[src/rtl/koggestone_operand_sequencer.sv]
// koggestone_operand_sequencer
//   Feeds buffered 4-bit operand pairs to an external combinational 4-bit
//   adder (tt_um_koggestone_adder4), waits SETTLE_CYCLES for it to settle,
//   captures sum/carry and offers the result on a valid/ready port.
//
// Ports
//   clk, rst_n           clock, synchronous active-low reset
//   in_valid/in_ready    operand push handshake (in_ready = FIFO not full)
//   in_a, in_b           operand pair
//   add_a, add_b         registered operands to the adder
//   add_sum, add_carry   adder result
//   out_valid/out_ready  result handshake
//   out_sum, out_carry   captured result
//   fifo_count           FIFO occupancy 0..DEPTH
//   busy                 FSM not idle
//   carry_cnt            captures with carry set (only with KS_SEQ_CARRY_COUNT_EN)
//
// Optional feature macro: KS_SEQ_CARRY_COUNT_EN
module koggestone_operand_sequencer #(
  parameter int unsigned DEPTH         = 4,
  parameter int unsigned SETTLE_CYCLES = 1,
  parameter int unsigned CNT_W         = 8
) (
  input  logic                         clk,
  input  logic                         rst_n,
  input  logic                         in_valid,
  output logic                         in_ready,
  input  logic [3:0]                   in_a,
  input  logic [3:0]                   in_b,
  output logic [3:0]                   add_a,
  output logic [3:0]                   add_b,
  input  logic [3:0]                   add_sum,
  input  logic                         add_carry,
  output logic                         out_valid,
  input  logic                         out_ready,
  output logic [3:0]                   out_sum,
  output logic                         out_carry,
  output logic [$clog2(DEPTH+1)-1:0]   fifo_count,
  output logic                         busy
`ifdef KS_SEQ_CARRY_COUNT_EN
  ,
  output logic [CNT_W-1:0]             carry_cnt
`endif
);

  localparam int unsigned PTR_W = (DEPTH > 1) ? $clog2(DEPTH) : 1;
  localparam int unsigned OCC_W = $clog2(DEPTH + 1);
  localparam int unsigned SET_W = $clog2(SETTLE_CYCLES + 1);

  localparam logic [1:0] ST_IDLE  = 2'd0;
  localparam logic [1:0] ST_DRIVE = 2'd1;
  localparam logic [1:0] ST_HOLD  = 2'd2;

  logic [3:0]       mem_a [DEPTH];
  logic [3:0]       mem_b [DEPTH];
  logic [PTR_W-1:0] wr_ptr;
  logic [PTR_W-1:0] rd_ptr;
  logic [OCC_W-1:0] count_next;

  logic [1:0]       state;
  logic [1:0]       state_next;
  logic [SET_W-1:0] settle;
  logic [SET_W-1:0] settle_next;
  logic             pop;
  logic             capture;
  logic             release_res;
  logic             push;
  logic             empty;

  assign push  = in_valid && in_ready;
  assign empty = (fifo_count == '0);

  // Occupancy update; push and pop in one cycle cancel out.
  always_comb begin
    count_next = fifo_count;
    if (push && !pop) begin
      count_next = fifo_count + OCC_W'(1);
    end else if (!push && pop) begin
      count_next = fifo_count - OCC_W'(1);
    end
  end

  // Next-state logic and sequencing strobes.
  always_comb begin
    state_next  = state;
    settle_next = settle;
    pop         = 1'b0;
    capture     = 1'b0;
    release_res = 1'b0;
    case (state)
      ST_IDLE: begin
        if (!empty) begin
          pop         = 1'b1;
          settle_next = SET_W'(SETTLE_CYCLES);
          state_next  = ST_DRIVE;
        end
      end
      ST_DRIVE: begin
        if (settle == SET_W'(1)) begin
          capture     = 1'b1;
          settle_next = '0;
          state_next  = ST_HOLD;
        end else begin
          settle_next = settle - SET_W'(1);
        end
      end
      ST_HOLD: begin
        if (out_ready) begin
          release_res = 1'b1;
          if (!empty) begin
            pop         = 1'b1;
            settle_next = SET_W'(SETTLE_CYCLES);
            state_next  = ST_DRIVE;
          end else begin
            state_next  = ST_IDLE;
          end
        end
      end
      default: begin
        state_next = ST_IDLE;
      end
    endcase
  end

  // FIFO storage needs no reset; validity is tracked by the pointers.
  always_ff @(posedge clk) begin
    if (push) begin
      mem_a[wr_ptr] <= in_a;
      mem_b[wr_ptr] <= in_b;
    end
  end

  // State, pointers and all registered outputs.
  always_ff @(posedge clk) begin
    if (!rst_n) begin
      state      <= ST_IDLE;
      settle     <= '0;
      wr_ptr     <= '0;
      rd_ptr     <= '0;
      fifo_count <= '0;
      in_ready   <= 1'b1;
      add_a      <= '0;
      add_b      <= '0;
      out_valid  <= 1'b0;
      out_sum    <= '0;
      out_carry  <= 1'b0;
      busy       <= 1'b0;
    end else begin
      state      <= state_next;
      settle     <= settle_next;
      fifo_count <= count_next;
      in_ready   <= (count_next != OCC_W'(DEPTH));
      busy       <= (state_next != ST_IDLE);
      if (push) begin
        wr_ptr <= wr_ptr + PTR_W'(1);
      end
      if (pop) begin
        add_a  <= mem_a[rd_ptr];
        add_b  <= mem_b[rd_ptr];
        rd_ptr <= rd_ptr + PTR_W'(1);
      end
      if (capture) begin
        out_sum   <= add_sum;
        out_carry <= add_carry;
        out_valid <= 1'b1;
      end else if (release_res) begin
        out_valid <= 1'b0;
      end
    end
  end

`ifdef KS_SEQ_CARRY_COUNT_EN
  // Counts captured results with carry-out set; wraps naturally.
  always_ff @(posedge clk) begin
    if (!rst_n) begin
      carry_cnt <= '0;
    end else if (capture && add_carry) begin
      carry_cnt <= carry_cnt + CNT_W'(1);
    end
  end
`else
  // CNT_W only sizes carry_cnt, which is not built in this configuration.
  if (CNT_W == 0) begin : g_no_carry_cnt
  end
`endif

endmodule

[config.mk]
export PLATFORM = sky130hd
export DESIGN_NAME = koggestone_operand_sequencer
export DESIGN_NICKNAME = d
export VERILOG_FILES = /design/src/rtl/koggestone_operand_sequencer.sv
export SDC_FILE = /design/constraint.sdc
export NUM_CORES = 1
export LEC_CHECK = 0
export BUFFER_PORTS_ARGS = -buffer_cell sky130_fd_sc_hd__buf_2
export CAP_MARGIN = 20
export CORE_AREA = 8 8 108 110
export DETAILED_ROUTE_END_ITERATION = 8
export DIE_AREA = 0 0 116 118
export PLACE_DENSITY_LB_ADDON = 0.15
export SYNTH_ARGS = -nofsm -noshare
export SYNTH_HDL_FRONTEND = slang
export SYNTH_SLANG_ARGS = --single-unit
export TNS_END_PERCENT = 30
[constraint.sdc]
create_clock -name clk -period 2.2 [get_ports clk]
set_input_delay 0.33 -clock clk [delete_from_list [all_inputs] [get_ports clk]]
set_output_delay 0.33 -clock clk [all_outputs]
set_load 0.01 [all_outputs]
== Word-level counts from Yosys, hierarchy flattened ==
Memory sizes are Yosys's and may differ from the RTL's. A register that Yosys moved wholly into a read port is not among the register bits.
Index checks and enable logic that the tools add are counted.

* Flip-flop bits (word level): 18
* Bits in writable memories: 32
* Input port bits: 17
* Output and inout bits: 19
* Logic and storage cells: 56
* Memories: 2

{| class="wikitable"
|+ Memory list
! name !! depth !! width !! rd ports !! clocked after memory_dff !! write ports !! line !! text
|-
| mem_a || 4 || 4 || 1 || 1 || 1 || 54 || <nowiki>logic [3:0] mem_a [DEPTH];</nowiki>
|-
| mem_b || 4 || 4 || 1 || 1 || 1 || 55 || <nowiki>logic [3:0] mem_b [DEPTH];</nowiki>
|}

* $add $sub $neg: 5
* Eq/ne operators: 4
* Muxes and demuxes: 22
* Reductions and logical operators: 13

{| class="wikitable"
|+ Operator list
! cell !! count
|-
| 2-to-1 mux 1 bit || 14
|-
| 2-to-1 mux 2 bit || 3
|-
| 2-to-1 mux 3 bit || 2
|-
| one-hot mux 2 bit (3 select lines) || 1
|-
| adder 2 x 1 -> 2 bit (second input constant) || 2
|-
| zero test 1 bit || 4
|-
| nonzero test 2 bit || 2
|-
| adder 3 x 1 -> 3 bit (second input constant) || 1
|-
| logical AND 1 bit || 3
|-
| zero test 3 bit || 1
|-
| inequality test 3 bit (second input constant) || 1
|-
| one-hot mux 1 bit (3 select lines) || 1
|-
| nonzero test 3 bit || 1
|-
| subtractor 3 x 1 -> 3 bit (second input constant) || 1
|-
| == test 2 x 1 -> 1 bit (second input constant) || 1
|-
| == test 2 bit (second input constant) || 1
|-
| zero test 2 bit || 1
|-
| inequality test 2 bit (second input constant) || 1
|-
| one-hot mux 1 bit (2 select lines) || 1
|-
| AND reduction 2 bit || 1
|-
| subtractor 1 bit (second input constant) || 1
|}

== Logic depth before layout (Yosys ltp) ==
* Word-level depth: 8
* Mapped depth: 7
* Gate-level depth less buffers: 6

== Worst setup path before layout ==
No wires, ideal clock.

* Kind: register to register
* From: register fifo_count[0]
* To: register fifo_count[1]
* Library setup time: 119 ps
* Arrival time: 1506 ps
* Data required time: 2081 ps
* Path slack: 575 ps
* Cell stages (with the launch flop): 8
* Buffers on the path: 1
* Clock period less this slack: 1625 ps
* Cell sequence: dfxtp_1 > inv_1 > ha_1 > and2b_4 > nor3_2 > buf_4 > o21ai_1 > o221a_1

* Cells in the longest elaborated chain, start to end: 7
* Elaborated cells between the ends (all ways): 11
* Classes of those cells: 2 x add/sub; 5 x mux; 4 x reduce/logical

{| class="wikitable"
|+ RTL lines
! element !! line !! text
|-
| from (decl) || 38 || <nowiki>output logic [$clog2(DEPTH+1)-1:0] fifo_count,</nowiki>
|-
| from (signal assigned) || 151 || <nowiki>fifo_count <= count_next;</nowiki>
|-
| zero test 3 bit || 71 || <nowiki>assign empty = (fifo_count == '0);</nowiki>
|-
| 2-to-1 mux 1 bit || 92, 110 ||
|-
| 2-to-1 mux 1 bit || 108 || <nowiki>if (out_ready) begin</nowiki>
|-
| one-hot mux 1 bit (2 select lines) || 90 || <nowiki>case (state)</nowiki>
|-
| logical AND 1 bit / zero test 1 bit (equally long branches) || 78, 76 ||
|-
| 2-to-1 mux 3 bit / logical AND 1 bit (equally long branches) || 78, 76 ||
|-
| 2-to-1 mux 3 bit (*) || 76 || <nowiki>if (push && !pop) begin</nowiki>
|}

Mark *: on every way between the ends. The rest lies on a longest branch, timed or not.
A chain may end at the register's enable or synchronous reset.

== Worst setup path after layout ==
* From: register fifo_count[0]
* To: register fifo_count[0]

The elaborated chain is that of the path after synthesis.

==> impl_metrics.toml <==
[setup_path]
endpoint = "fifo_count[0]$_SDFF_PN0_"
cpMaxStageDelayCell = "dfxtp_1"
cp.depth = 6
worstSetupStartpoint = "fifo_count[0]$_SDFF_PN0_"
reg2reg_to = "fifo_count[0]$_SDFF_PN0_"
path_class = "flip-flop to flip-flop"
crit_family = "simple AND/OR/NAND/NOR gates"
startpoint_type = "flip-flop"
cp-end-kind = "flip-flop"
reg2reg_from = "fifo_count[0]$_SDFF_PN0_"
required_ns = 2.44
crit_chain = "inv_1 > ha_1 > nand2b_1 > a31oi_4 > or3_1 > and3_1"
critPathMaxStageDelay_ns = 0.42
worst-r2r-cell-count = 6
worst_ep_arrival_time_ns = 1.95
r2r_setup_slack_ns = 0.50
critPathMaxFanout = 7
crit_buf_inv = 1

[die]
fp.dieW_um = 116
fp.coreArea_sq_um = 10000
die_h_um = 118
start_util = 0.243
pin_count = 36
rows = 37
die-area_sq_um = 13700

[clocking]
htreeDepth = 3
clkTransAtPathRegs_ns = 0.08
cts_setup_buffers = 0
cts_hold_buf = 0
cts_sinks = 58
cts_buffers = 9
clockBufferDepth = 2
insertion_delay_ns = 0.35
cts_resized = 0
cts_tree = "yes"
root_buffer = "clkbuf_8"

[yosys]
synth_nets = 198
ys_top_cells_by_area = "edfxtp_1 (39%), dfxtp_1 (21%), mux4_2 (7.4%)"
syn_avg_cell_area_sq_um = 14.0
yosys_warnings = 0
yosysSeqAreaShare = 0.609
synth_top_family_by_area = "simple AND/OR/NAND/NOR gates"
synth_cell_types = 44
synth_area_leader_cell = "edfxtp_1"
synthTopCellsByCount = "edfxtp_1 (32), dfxtp_1 (26), nand2_1 (21), a21boi_0 (9), mux4_2 (8)"
netlist_area_sq_um = 2430
synthSimpleGateAreaFrac = 0.143
synth_mux_area_frac = 0.0946
synth_compound_area_frac = 0.0838
synth.most_common_cell = "edfxtp_1"
async_flop_share = 0
netlist_instances = 174
synth-seq-cells = 58
synth-adder-area-share = 0.0360
yosysTopAreaCellShare = 0.395
synth_edf_count = 32
synth_xor_area_frac = 0.0144
synth_flop_cell = "edfxtp_1"

[timing]
hold_violations = 0
tightest_slew_ns = 0.457
fin_skew_ns = 0.00670
slew_violations = 0
period_share = 0.774
period_needed_ns = 1.70
finalSetupViolations = 0
fin_tns_setup_ns = 0
setup_slack_ns = 0.496
rsz0062_at_grt = "no"
max_freq_mhz = 587
max-slew-margin-rel = 0.695

[routing]
ant_nets = 0
via_per_inst = 4.13
vias = 1478
dr.pass1.iters = 4
wire_per_inst_um = 14.2
drcViolationCount = 0
wl_um = 5090
drtIter0Drc = 80

[cells_and_area]
antenna_cells = 0
final_cell_area_sq_um = 2990
num-fill-cells = 1078
layout.cells.non_filler = 358
final_nets = 241
syn_to_final_growth_pct = 23.0
drive_gt1_frac = 0.342

[place]
gp_congestion = 0.700
dp_cells = 342
io_buffers = 35
dp_hpwl_um = 3480
placed_area_sq_um = 2770
dp_slack_ns = 0.526

[pwr]
total_power_mw = 3.87
peakVddDrop_mv = 0.363
p_leak_nw = 1.15
power.density_nw_per_um2 = 1290

[global_route]
grt_max_degree = 26
grt_pass1_vias = 1554
antenna_found_initial = 1
overflow = 0
grt_use_total = 0.0840
grt_pass1_wl_um = 8490

[outcome]
status = "complete, no violations"

[worst_hold_path]
hp-class = "input pin to flip-flop"

[job]
maxCapViolations = 0
-- through the flow --
step	utilization	hold WS (ns)
floorplan	-	0.429
global placement	0.277	0.447
detailed placement	0.277	0.450
CTS	0.299	0.176
global route	0.299	0.176
finish	0.299	0.199
-- power by group --
| group | internal (mW) | switching (mW) | total [mW] |
|---|---|---|---|
| Clock | 0.644 | 0.478 | 1.12 |
| Sequential | 1.37 | 0.176 | 1.55 |
| Combinational | 0.559 | 0.643 | 1.20 |
| Total | 2.57 | 1.30 | 3.87 |
-- layer usage --
| layer | up-vias | track usage | share of wire |
|---|---|---|---|
| li1 | 723 | - | - |
| met1 | 707 | 0.101 | 0.46 |
| met2 | 34 | 0.119 | 0.44 |
| met3 | 12 | 0.0421 | 0.076 |
| met4 | 2 | 0.0462 | 0.023 |
| met5 | - | 0 | 0.0024 |
-- worst register-to-register path: cells and delay by family, from the launching register on --
kind                       cells  cell delay, ns
AOI/OAI and AO/OA              1            0.15
adders and majority gates      1            0.22
buffers and inverters          1            0.11
DFF                            1            0.42
and+or+nand+nor                3            0.71
-- sequential cells by signal (all words and copies together), names as in the netlist, 2 cells and up --
name and count:
add_a 4, add_b 4, fifo_count 3, mem_a 16, mem_b 16, out_sum 4
rd_ptr 2, state 2, wr_ptr 2
-- worst min path at each step --
stage	cells after the start	to	start	slack [ns]
floorplan	0	mem_a[0][0]$_DFFE_PP_	in_a[0]	0.43
global placement	2	add_a[3]$_SDFFE_PN0P_	add_a[3]$_SDFFE_PN0P_	0.45
detailed placement	2	add_a[0]$_SDFFE_PN0P_	add_a[0]$_SDFFE_PN0P_	0.45
CTS	1	mem_a[1][0]$_DFFE_PP_	in_a[0]	0.18
global route	1	mem_b[2][1]$_DFFE_PP_	in_b[1]	0.18
finish	1	mem_a[1][3]$_DFFE_PP_	in_a[3]	0.20
-- final cells by class --
cell class / count / area (sq um) / share of cell area
well taps: 136 / 170 / 0.0569
clock buffers: 9 / 124 / 0.0414
clock inverters: 7 / 101 / 0.0339
multi-input cells: 106 / 905 / 0.302
flip-flops and latches: 58 / 1480 / 0.495
inverters: 5 / 21.3 / 0.00711
repair buffers: 37 / 190 / 0.0635
-- placed cells by master, fill, tap and decap left out, types with 3 or more instances in the layout --
cell / n
buf_2: 35
edfxtp_1: 32
dfxtp_1: 26
nand2_1: 21
a21boi_0: 9
clkbuf_8: 9
mux4_2: 8
ha_1: 7
nor2b_1: 6
mux2i_1: 5
inv_1: 4
and3_2: 4
and2_1: 4
xnor2_1: 4
nand2b_1: 3
o21ai_0: 3
-- logic make-up after synthesis --
logic type      Yosys count
buf+inv                  10
simple gates             57
xor+xnor                  4
compound gates           25
flops                    58
mux                      13
fa+ha+maj                 7
Note: power is estimated with default switching activity, not from simulation.
